File: src/rtl/video_timing_ctrl_pkg.sv
// Shared widths, default 720p raster timing and FSM state type for the video timing block.
// No logic of its own, so it adds no latency.
// No flow control; the raster runs freely once started.
package video_timing_ctrl_pkg;

  // Coordinate bus widths into the pixel generator
  localparam int VIDEO_X_BITWIDTH = 12;
  localparam int VIDEO_Y_BITWIDTH = 11;

  // 1280x720p60 default timing
  localparam int DEF_H_ACTIVE = 1280;
  localparam int DEF_H_FP     = 110;
  localparam int DEF_H_SYNC   = 40;
  localparam int DEF_H_BP     = 220;
  localparam int DEF_V_ACTIVE = 720;
  localparam int DEF_V_FP     = 5;
  localparam int DEF_V_SYNC   = 5;
  localparam int DEF_V_BP     = 20;

  typedef enum logic [1:0] {
    VTC_IDLE     = 2'd0,
    VTC_RUN      = 2'd1,
    VTC_STOPPING = 2'd2
  } vtc_state_t;

  // True when 'value' can be represented in an unsigned field of 'width' bits
  function automatic bit fits_width(input int value, input int width);
    return (value >= 0) && (value < (1 << width));
  endfunction

endpackage

File: src/rtl/video_axis_counter.sv
// One raster axis: counts active, front porch, sync, back porch, then wraps.
// Count is registered; wrap/active/sync decode combinationally from the count register.
// No backpressure; advances whenever enable_i is high, clear_i overrides enable_i.
module video_axis_counter #(
  parameter int ACTIVE = 4,
  parameter int FP     = 1,
  parameter int SYNC   = 1,
  parameter int BP     = 1,
  parameter int W      = 8
) (
  input  logic         I_clk_pixel,
  input  logic         I_reset_n,
  input  logic         enable_i,
  input  logic         clear_i,
  output logic [W-1:0] count_o,
  output logic         wrap_o,
  output logic         active_o,
  output logic         sync_o
);

  localparam int TOTAL = ACTIVE + FP + SYNC + BP;

  localparam logic [W-1:0] LAST       = W'(TOTAL - 1);
  localparam logic [W-1:0] ACT_END    = W'(ACTIVE);
  localparam logic [W-1:0] SYNC_FIRST = W'(ACTIVE + FP);
  localparam logic [W-1:0] SYNC_LAST  = W'(ACTIVE + FP + SYNC - 1);

  logic [W-1:0] count_q;
  logic [W-1:0] count_d;

  // Next count: clear wins, otherwise step and wrap at the last position of the axis
  always_comb begin
    count_d = count_q;
    if (clear_i) begin
      count_d = '0;
    end else if (enable_i) begin
      count_d = (count_q == LAST) ? '0 : count_q + W'(1);
    end
  end

  // Count register, cleared asynchronously
  always_ff @(posedge I_clk_pixel or negedge I_reset_n) begin
    if (!I_reset_n) begin
      count_q <= '0;
    end else begin
      count_q <= count_d;
    end
  end

  assign count_o  = count_q;
  assign wrap_o   = (count_q == LAST);
  assign active_o = (count_q < ACT_END);
  assign sync_o   = (count_q >= SYNC_FIRST) && (count_q <= SYNC_LAST);

endmodule

File: src/rtl/video_timing_ctrl.sv
// Raster sequencer: h/v counters, coordinate outputs and DE/HSYNC/VSYNC/frame-start strobes.
// pixX/pixY are combinational from the counters; strobes are registered (1 cycle) to meet generator rgb.
// No backpressure; I_run start/stop only takes effect on frame boundaries so frames are never cut.
module video_timing_ctrl
  import video_timing_ctrl_pkg::*;
#(
  parameter int H_ACTIVE  = DEF_H_ACTIVE,
  parameter int H_FP      = DEF_H_FP,
  parameter int H_SYNC    = DEF_H_SYNC,
  parameter int H_BP      = DEF_H_BP,
  parameter int V_ACTIVE  = DEF_V_ACTIVE,
  parameter int V_FP      = DEF_V_FP,
  parameter int V_SYNC    = DEF_V_SYNC,
  parameter int V_BP      = DEF_V_BP,
  parameter bit HSYNC_POL = 1'b1,
  parameter bit VSYNC_POL = 1'b1
) (
  input  logic                        I_clk_pixel,
  input  logic                        I_reset_n,
  input  logic                        I_run,
  output logic [VIDEO_X_BITWIDTH-1:0] pixX,
  output logic [VIDEO_Y_BITWIDTH-1:0] pixY,
  output logic [VIDEO_X_BITWIDTH-1:0] screenWidth,
  output logic [VIDEO_Y_BITWIDTH-1:0] screenHeight,
  output logic                        O_de,
  output logic                        O_hs,
  output logic                        O_vs,
  output logic                        O_frame_start,
  output logic                        O_busy
);

  localparam int H_TOTAL = H_ACTIVE + H_FP + H_SYNC + H_BP;
  localparam int V_TOTAL = V_ACTIVE + V_FP + V_SYNC + V_BP;

  // Refuse to build a raster whose last position does not fit the coordinate buses
  if (!fits_width(H_TOTAL - 1, VIDEO_X_BITWIDTH)) begin : g_h_width_err
    $error("video_timing_ctrl: H_TOTAL-1 does not fit VIDEO_X_BITWIDTH");
  end
  if (!fits_width(V_TOTAL - 1, VIDEO_Y_BITWIDTH)) begin : g_v_width_err
    $error("video_timing_ctrl: V_TOTAL-1 does not fit VIDEO_Y_BITWIDTH");
  end

  vtc_state_t state_q;
  vtc_state_t state_d;

  logic de_q;
  logic hs_q;
  logic vs_q;
  logic fs_q;
  logic busy_q;

  logic [VIDEO_X_BITWIDTH-1:0] h_count;
  logic [VIDEO_Y_BITWIDTH-1:0] v_count;
  logic h_wrap, h_active, h_sync;
  logic v_wrap, v_active, v_sync;

  logic running;
  logic frame_end;
  logic de_d, hs_d, vs_d, fs_d;

  // IDLE holds both counters at the origin; RUN and STOPPING both scan
  assign running   = (state_q != VTC_IDLE);
  assign frame_end = h_wrap && v_wrap;

  video_axis_counter #(
    .ACTIVE (H_ACTIVE),
    .FP     (H_FP),
    .SYNC   (H_SYNC),
    .BP     (H_BP),
    .W      (VIDEO_X_BITWIDTH)
  ) u_h_counter (
    .I_clk_pixel (I_clk_pixel),
    .I_reset_n   (I_reset_n),
    .enable_i    (running),
    .clear_i     (!running),
    .count_o     (h_count),
    .wrap_o      (h_wrap),
    .active_o    (h_active),
    .sync_o      (h_sync)
  );

  // Vertical axis steps once per line, on the horizontal wrap
  video_axis_counter #(
    .ACTIVE (V_ACTIVE),
    .FP     (V_FP),
    .SYNC   (V_SYNC),
    .BP     (V_BP),
    .W      (VIDEO_Y_BITWIDTH)
  ) u_v_counter (
    .I_clk_pixel (I_clk_pixel),
    .I_reset_n   (I_reset_n),
    .enable_i    (running && h_wrap),
    .clear_i     (!running),
    .count_o     (v_count),
    .wrap_o      (v_wrap),
    .active_o    (v_active),
    .sync_o      (v_sync)
  );

  // Decode of the current counter position; forced inactive while idle
  assign de_d = running && h_active && v_active;
  assign hs_d = running && h_sync;
  assign vs_d = running && v_sync;
  assign fs_d = running && (h_count == '0) && (v_count == '0);

  // Next state: stopping is only honoured at the end of a frame, and a frame-end
  // seen in RUN with I_run low still goes to STOPPING so the following frame is whole
  always_comb begin
    state_d = state_q;
    case (state_q)
      VTC_IDLE: begin
        if (I_run) state_d = VTC_RUN;
      end
      VTC_RUN: begin
        if (!I_run) state_d = VTC_STOPPING;
      end
      VTC_STOPPING: begin
        if (I_run) begin
          state_d = VTC_RUN;
        end else if (frame_end) begin
          state_d = VTC_IDLE;
        end
      end
      default: state_d = VTC_IDLE;
    endcase
  end

  // State register plus one-cycle-delayed strobes that line up with the generator's rgb
  always_ff @(posedge I_clk_pixel or negedge I_reset_n) begin
    if (!I_reset_n) begin
      state_q <= VTC_IDLE;
      de_q    <= 1'b0;
      hs_q    <= 1'b0;
      vs_q    <= 1'b0;
      fs_q    <= 1'b0;
      busy_q  <= 1'b0;
    end else begin
      state_q <= state_d;
      de_q    <= de_d;
      hs_q    <= hs_d;
      vs_q    <= vs_d;
      fs_q    <= fs_d;
      busy_q  <= (state_d != VTC_IDLE);
    end
  end

  // Coordinates are zeroed outside the active window so the generator sees a clean origin
  assign pixX = de_d ? h_count : '0;
  assign pixY = de_d ? v_count : '0;

  assign screenWidth  = VIDEO_X_BITWIDTH'(H_ACTIVE);
  assign screenHeight = VIDEO_Y_BITWIDTH'(V_ACTIVE);

  assign O_de          = de_q;
  assign O_hs          = HSYNC_POL ? hs_q : !hs_q;
  assign O_vs          = VSYNC_POL ? vs_q : !vs_q;
  assign O_frame_start = fs_q;
  assign O_busy        = busy_q;

endmodule

File: config.mk
export PLATFORM = sky130hd
export DESIGN_NAME = video_timing_ctrl
export DESIGN_NICKNAME = d
export VERILOG_FILES = /design/src/rtl/video_timing_ctrl_pkg.sv /design/src/rtl/video_axis_counter.sv /design/src/rtl/video_timing_ctrl.sv
export SDC_FILE = /design/constraint.sdc
export NUM_CORES = 1
export LEC_CHECK = 0
export CAP_MARGIN = 25
export CORE_MARGIN = 2
export CORE_UTILIZATION = 50
export DETAILED_ROUTE_END_ITERATION = 10
export HOLD_SLACK_MARGIN = 0.08
export PLACE_DENSITY_LB_ADDON = 0.25
export SETUP_SLACK_MARGIN = 0.02
export SYNTH_ARGS = -nofsm -noshare
export SYNTH_HDL_FRONTEND = slang
export SYNTH_HIERARCHICAL = 1
export SYNTH_SLANG_ARGS = --single-unit
File: constraint.sdc
create_clock -name I_clk_pixel -period 3.6 [get_ports I_clk_pixel]
set_input_delay 0.9 -clock I_clk_pixel [delete_from_list [all_inputs] [get_ports I_clk_pixel]]
set_output_delay 0.9 -clock I_clk_pixel [all_outputs]
set_load 0.05 [all_outputs]
After elaboration in Yosys (flattened, before gate mapping). Index checks and enable logic that the tools add are counted.

Reduce and logical (&&, ||, !) cells: 15. Add/subtract/negate cells: 2. Multiplexer cells: 12. Equality and inequality tests: 5. Magnitude comparators: 6.

Operators with widths (number): $mux W11 (4); $mux W12 (3); $add A12 B1 Y12 const B (1); $eq A12 B11 Y1 const B (1); $ge A12 B11 Y1 const B (1); $le A12 B11 Y1 const B (1); $logic_not A12 Y1 (1); $lt A12 B11 Y1 const B (1); $add A11 B1 Y11 const B (1); $eq A11 B10 Y1 const B (1); $ge A11 B10 Y1 const B (1); $le A11 B10 Y1 const B (1); $logic_not A11 Y1 (1); $lt A11 B10 Y1 const B (1); $logic_and A1 B1 Y1 (10); $mux W2 (4); $pmux W2 S3 (1); $reduce_bool A2 Y1 (2); $eq A2 B1 Y1 const B (1); $eq A2 B2 Y1 const B (1); $logic_not A2 Y1 (1); $ne A2 B1 Y1 const B (1).

Logic and storage cells: 48. Flip-flop bits (word level): 30.

Logic depth before layout (Yosys ltp). Gate-level depths: netlist (run 1).

Depth after elaboration: 6. Gate-level depth with buffers: 9.

Hierarchy. The synthesis (run 1) kept the hierarchy.

Modules (own cells, without submodules): video_axis_counter (u_h_counter) (area an instance 773.2 um^2, cells each 86, times used 1); video_timing_ctrl (area an instance 713.2 um^2, cells each 80, times used 1); video_axis_counter (u_v_counter) (area an instance 680.7 um^2, cells each 76, times used 1).

Least setup slack after synthesis (run 1). Ideal clock, no wire load.

Path kind: register to register. From: register u_h_counter.count_q[1] (netlist: u_h_counter/count_o[1]). To: register u_v_counter.count_q[8] (netlist: u_v_counter/count_o[8]). Library setup time: 0.069 ns. Stages on the path, launching flop included: 9. Path buffers: 0. Arrival: 2.510 ns. Path slack: 1.021 ns. Data required time: 3.531 ns. Clock period less this slack: 2.579 ns. Cells stage by stage: dfrtp_1 > inv_1 > ha_1 > or4b_4 > nor4_4 > and2_1 > nand2b_1 > or4_2 > nand3_1.

Cells in the longest elaborated chain, start to end: 3.

Ends and longest elaborated chain: start, declared (line video_axis_counter.sv:28) `logic [W-1:0] count_q;`; start signal, assigned (line video_axis_counter.sv:46) `count_q <= count_d;`; $eq A12 B11 Y1 (line video_axis_counter.sv:51) `assign wrap_o = (count_q == LAST);`; net h_wrap (line video_timing_ctrl.sv:54) `logic h_wrap, h_active, h_sync;`; $logic_and A1 B1 Y1 (line video_timing_ctrl.sv:92) `.enable_i (running && h_wrap),`; $ne A2 B1 Y1 (no line); end signal, assigned (line video_axis_counter.sv:46); end, declared (line video_axis_counter.sv:28).

The timed path passes the listed nets, and every way through them passes these cells. A chain may end at the register's enable or synchronous reset.

Final worst setup path (run 1).
From: register u_v_counter.count_q[5] (netlist: u_v_counter/count_o[5]). To: output port pixX[7].

Cells in the longest elaborated chain, start to end: 3.

Ends and longest elaborated chain: $lt A11 B10 Y1 (line video_axis_counter.sv:52) `assign active_o = (count_q < ACT_END);`; net v_active (line video_timing_ctrl.sv:55) `logic v_wrap, v_active, v_sync;`; $logic_and A1 B1 Y1 (line video_timing_ctrl.sv:101) `assign de_d = running && h_active && v_active;`; $mux W12 (line video_timing_ctrl.sv:148) `assign pixX = de_d ? h_count : '0;`; end, declared (line video_timing_ctrl.sv:21) `output logic [VIDEO_X_BITWIDTH-1:0] pixX,`.

The timed path passes the listed nets, and every way through them passes these cells.

==> flow_summary.toml, run 1 <==
[status]
status = "complete, no violations"

[synthesis]
synth_top_area_frac = 0.346
synthCells = 242
async_flop_share = 1.00
syn_avg_cell_area_um2 = 8.95
synth_top_area_cell = "dfrtp_1"
synth-edff-count = 0
synthDistinctLibCells = 53
ys_warn_count = 6
yosys-top-cells-area = "dfrtp_1 (35%), buf_4 (8.0%), and2_4 (7.7%)"
synth_flop_cell = "dfrtp_1"
ys_seq_area_frac = 0.346
synth_seq_cells = 30
synth_area_um2 = 2170

[routing]
drt.antenna.violating_nets = 0
post_drt_wl_per_cell_um = 13.3
drt-initial-drc-count = 144
routed_wl_um = 4320
via_per_inst = 5.35
drt_first_pass_iters = 4
drc = 0
dr_total_vias = 1733

[critical_path]
cp-startpoint = "u_v_counter/count_o[5]"
crit_type = "flop to primary output"
arrival_ns = 2.51
r2r_end = "u_v_counter/count_o[8]"
r2r_slack_ns = 0.76
r2r_start = "u_h_counter/count_o[1]"
critPathLaunchType = "flop"
end_kind = "primary output"
worstSetupEndpoint = "pixX[7]"
worstPathRequired_ns = 2.70
crit_path_max_fanout = 24
rr_worst_depth = 8

[clocking]
post_cts_buffers = 0
cts_tree = "done"
clk_latency_ns = 0.29
clk_pin_slew_ns = 0.07
clock_tree.buffer_depth = 2
htreeDepth = 2
ctsRootBufferMaster = "clkbuf_8"
cts_sinks = 30
cts_resized = 0
hold_buffers = 0
cts_buffers = 5

[global_routing]
grt_pass1_vias = 1506
grt_max_degree = 31
grt_first_pass_wirelength_um = 7380
grt-ovfl-total = 0
antenna_found_initial = 0
grt_usage = 0.186

[sta]
finalMaxSlewViolations = 0
setup_viol = 0
max_freq_mhz = 293
worst_pin_slew_ns = 0.518
post-route-period-util = 0.947
tns_ns = 0
maxSlewHeadroom = 0.651
rsz0062_at_grt = "false"
skew_ns = 0.00576
hold_viol_final = 0
timing.final.crit_period_ns = 3.41

[pwr]
power_density_nw_per_um2 = 358
vdd_drop_max_v = 0.000303
leakage_nw = 1.03

[floorplanning]
coreArea_um2 = 4090
die_y_um = 69.8
dieArea_um2 = 4880
rows = 23
start_util = 0.530
die-width_um = 69.8
ios = 54

[placement]
place_area_um2 = 2400
portBuffers = 30
gp_congestion = 0.856
place_hpwl_um = 3130

[cells_and_area]
drive_above_1_share = 0.150
multi_input_area_um2 = 1240
antenna_cells = 0
register_area_um2 = 751
fillCellCount = 379
final_cell_area_um2 = 2510
synthToLayoutAreaGrowth_pct = 15.6
layout.nets = 281

[min_path]
hold_path_class = "flop to flop"
min-delay-start = "state_q[1]"

[run]
cap_violations = 0
## Yosys cell counts, drive strengths merged, types with 2 or more instances
| cell type | n |
|---|---|
| and2 | 26 |
| nand4 | 2 |
| ha | 5 |
| a21oi | 4 |
| buf | 27 |
| nor2 | 30 |
| a31oi | 2 |
| nor3 | 7 |
| nand2b | 3 |
| o21ai | 8 |
| o2111ai | 2 |
| nor4 | 12 |
| clkbuf | 2 |
| a21o | 3 |
| conb | 2 |
| nand3 | 12 |
| or4b | 2 |
| inv | 8 |
| or3 | 3 |
| dfrtp | 30 |
| or4 | 2 |
| o31ai | 2 |
| nand2 | 13 |
| xor2 | 4 |
| nor3b | 4 |
| xnor2 | 10 |
| or2 | 2 |
## routing by layer
| metal | vias up | part of all wire | track usage |
|---|---|---|---|
| li1 | 852 | - | - |
| met1 | 826 | 0.45 | 0.252 |
| met2 | 47 | 0.48 | 0.296 |
| met3 | 8 | 0.047 | 0.0407 |
| met4 | 0 | 0.016 | 0.0577 |
| met5 | - | 0 | 0 |
## stage by stage
step | setup WS (ns) | std cells | hold WS, ns | power, mW | utilization
2_1_floorplan | 1.02 | 263 | 0.470 | 0.549 | -
3_3_place_gp | 0.532 | 316 | 0.494 | 0.565 | 0.587
3_5_place_dp | 0.509 | 316 | 0.522 | 0.568 | 0.587
4_1_cts | 0.189 | 324 | 0.528 | 0.904 | 0.613
5_1_grt | 0.0914 | 324 | 0.577 | 0.934 | 0.613
6_report | 0.193 | 324 | 0.532 | 0.896 | 0.613
## worst max-delay path, cell delays in order, from the launching register on
cell,delay (ns)
dfrtp_1,0.48
o211ai_1,0.22
a21oi_1,0.09
nor2_1,0.08
and3_4,0.36
and2_4,0.19
clkdlybuf4s50_1,0.80
## state kept, by name, summed over array words and instances (netlist names)
| signal | flops |
|---|---|
| O_busy | 1 |
| O_de | 1 |
| O_frame_start | 1 |
| O_hs | 1 |
| O_vs | 1 |
| state_q | 2 |
| u_h_counter/count_o | 12 |
| u_v_counter/count_o | 11 |
## report_power, final
part / switching [mW] / internal [mW] / total (mW) / leakage, nW
combinational: 0.144 / 0.0504 / 0.194 / 0.566
clock: 0.131 / 0.203 / 0.335 / 0.0579
sequential: 0.0171 / 0.350 / 0.367 / 0.407
## logic make-up (layout without fill, tap and decap cells)
logic type,Yosys count,count (layout),share of synthesized area
buffers and inverters,37,48,0.118
DFF,30,30,0.346
AOI/OAI and AO/OA,29,29,0.0907
and+or+nand+nor,125,125,0.356
xor gates and xnor gates,14,14,0.0566
adders and majority gates,5,5,0.0289
other,2,23,0.00347
## cell usage in the layout, fill, tap and decap left out, drive strengths merged, types with 2 or more instances in the layout
cell type,synthesis,routed
nand2,13,13
dfrtp,30,30
nor3b,4,4
xnor2,10,10
clkbuf,2,5
xor2,4,4
or4,2,2
o2111ai,2,2
a31oi,2,2
o21ai,8,8
buf,27,2
nor4,12,12
nor2,30,30
and2,26,26
nand3,12,12
ha,5,5
nand2b,3,3
inv,8,8
or3,3,3
nor3,7,7
clkinv,0,2
or4b,2,2
nand4,2,2
clkdlybuf4s50,0,30
o31ai,2,2
a21oi,4,4
a21o,3,3
or2,2,2
conb,2,23
## worst min path at each step
stage | end | slack (ns) | cells after the start
after floorplan | state_q[0] | 0.47 | 1
after detailed placement | state_q[0] | 0.52 | 1
final | state_q[0] | 0.53 | 1
after global placement | state_q[0] | 0.49 | 1
after CTS | state_q[0] | 0.53 | 1
after global routing | state_q[0] | 0.58 | 1
## final cells by class
class                           count  share of cell area
Multi-Input combinational cell    196               0.494
Sequential cell                    30               0.300
Timing Repair Buffer               32               0.126
Clock buffer                        5              0.0275
Tap cell                           50              0.0250
Clock inverter                      3              0.0160
Inverter                            8              0.0120
Note: power is estimated with default switching activity, not from simulation.
==> inputs of run 2 (changes only) <==
--- a/config.mk
+++ b/config.mk
@@ -7,7 +7,7 @@
 export LEC_CHECK = 0
 export CAP_MARGIN = 25
 export CORE_MARGIN = 2
-export CORE_UTILIZATION = 50
+export CORE_UTILIZATION = 45
 export DETAILED_ROUTE_END_ITERATION = 10
 export HOLD_SLACK_MARGIN = 0.08
 export PLACE_DENSITY_LB_ADDON = 0.25
==> constraint.sdc (replaced) <==
create_clock -name I_clk_pixel -period 3.7 [get_ports I_clk_pixel]
set_input_delay 0.925 -clock I_clk_pixel [delete_from_list [all_inputs] [get_ports I_clk_pixel]]
set_output_delay 0.925 -clock I_clk_pixel [all_outputs]
set_load 0.05 [all_outputs]
==> flow_summary.toml, run 2 (synthesis gave the netlist of run 1 again) <==
[critical_path]
worstPathRequired_ns = 2.77
end_kind = "primary output"
arrival_ns = 2.48
r2r_start = "u_h_counter/count_o[0]"
r2r_slack_ns = 0.79
r2r_end = "u_v_counter/count_o[8]"
rr_worst_depth = 7
crit_path_max_fanout = 24
critPathLaunchType = "flop"
crit_type = "flop to primary output"

[pwr]
power_density_nw_per_um2 = 318
vdd_drop_max_v = 0.000147
leakage_nw = 1.02
p_total_mw = 0.790

[min_path]
hold_path_class = "flop to flop"
min_to = "state_q[0]"
hold_depth = 1
min-delay-start = "state_q[1]"

[sta]
tns_ns = 0
rsz0062_at_grt = "false"
maxSlewHeadroom = 0.602
worst_pin_slew_ns = 0.592
skew_ns = 0.00561
setup_viol = 0
post-route-period-util = 0.919
timing.final.crit_period_ns = 3.40
finalMaxSlewViolations = 0
hold_viol_final = 0
max_freq_mhz = 294

[floorplanning]
ios = 54
dieArea_um2 = 5390
coreArea_um2 = 4690
die-width_um = 73.4
die_y_um = 73.4
rows = 25
start_util = 0.462

[clocking]
clk_pin_slew_ns = 0.06
post_cts_buffers = 0
cts_tree = "done"
cts_resized = 0
cts_buffers = 5
ctsRootBufferMaster = "clkbuf_8"
clock_tree.buffer_depth = 2
cts_sinks = 30
htreeDepth = 2
hold_buffers = 0
clk_latency_ns = 0.28

[placement]
post-place-cells = 321
portBuffers = 30
gp_congestion = 0.805
place_hpwl_um = 3280

[cells_and_area]
antenna_cells = 0
fillCellCount = 472
final_cell_mix = "dfrtp_1 (30), nor2_1 (30), clkdlybuf4s50_1 (30)"
final_cells = 328
largest_reg_flops = 12
layout.nets = 282
multi_input_area_um2 = 1240
synthToLayoutAreaGrowth_pct = 14.7
register_area_um2 = 751
drive_above_1_share = 0.142

[routing]
routed_wl_um = 4500
post_drt_wl_per_cell_um = 13.7
drc = 0
via_per_inst = 5.25
drt-initial-drc-count = 100
dr_total_vias = 1721
drt_first_pass_iters = 4
drt.antenna.violating_nets = 0

[global_routing]
grt_first_pass_wirelength_um = 7430
grt_usage = 0.179
grt_pass1_vias = 1538
grt-ovfl-total = 0
grt_max_degree = 31
antenna_found_initial = 0

[run]
cap_violations = 0

[status]
status = "complete, no violations"
run 2: cell types whose count changed in the layout (fill, tap and decap cells not counted):
cell / change
clkinv_2: -2
bufinv_16: -1
clkbuf_1: +2
buf_4: +1
run 2: cell type report:
cell class,instances,share of cell area
multi-input cells,196,0.498
flip-flops and latches,30,0.302
repair buffers,33,0.130
clock buffers,7,0.0307
well taps,54,0.0272
inverters,8,0.0121
run 2: per-layer routing:
metal | vias up | track usage | wire length (um)
met4 | 0 | 0.0626 | 72
met5 | - | 0 | 0
li1 | 852 | - | -
met2 | 46 | 0.299 | 2230
met3 | 8 | 0.0398 | 197
met1 | 815 | 0.229 | 2000
run 2: critical path, cell delays in order (launching register included):
cell,delay (ns)
dfrtp_1,0.48
o211ai_1,0.21
a21oi_1,0.09
nor2_1,0.09
and3_4,0.35
and2_4,0.18
clkdlybuf4s50_1,0.80
run 2: worst max path at each step:
stage | startpoint | end
after CTS | u_v_counter/count_o[5] | pixY[2]
final | u_v_counter/count_o[5] | pixY[2]
after global routing | u_v_counter/count_o[4] | pixY[2]
after detailed placement | u_v_counter/count_o[5] | pixY[2]
after global placement | u_v_counter/count_o[4] | pixY[2]
after floorplan | u_h_counter/count_o[1] | u_v_counter/count_o[8]
run 2: power by group:
part           switching [mW]  internal (mW)  total (mW)
combinational           0.139         0.0490       0.188
clock                   0.114          0.129       0.244
sequential             0.0180          0.341       0.359
run 2: per-stage QoR:
step / hold slack (ns) / utilization / cell area, um^2 / setup slack (ns)
2_1_floorplan: 0.470 / - / 2250 / 1.12
3_3_place_gp: 0.496 / 0.514 / 2410 / 0.622
3_5_place_dp: 0.519 / 0.514 / 2410 / 0.584
4_1_cts: 0.527 / 0.530 / 2490 / 0.279
5_1_grt: 0.573 / 0.530 / 2490 / 0.165
6_report: 0.528 / 0.530 / 2490 / 0.300
==> inputs of run 3 (changes only) <==
--- a/config.mk
+++ b/config.mk
@@ -8,6 +8,7 @@
 export CAP_MARGIN = 25
 export CORE_MARGIN = 2
 export CORE_UTILIZATION = 45
+export CTS_CLUSTER_SIZE = 10
 export DETAILED_ROUTE_END_ITERATION = 10
 export HOLD_SLACK_MARGIN = 0.08
 export PLACE_DENSITY_LB_ADDON = 0.25
==> results of run 3 <==
Final layout, timing and power as in run 2 (identical DEF).
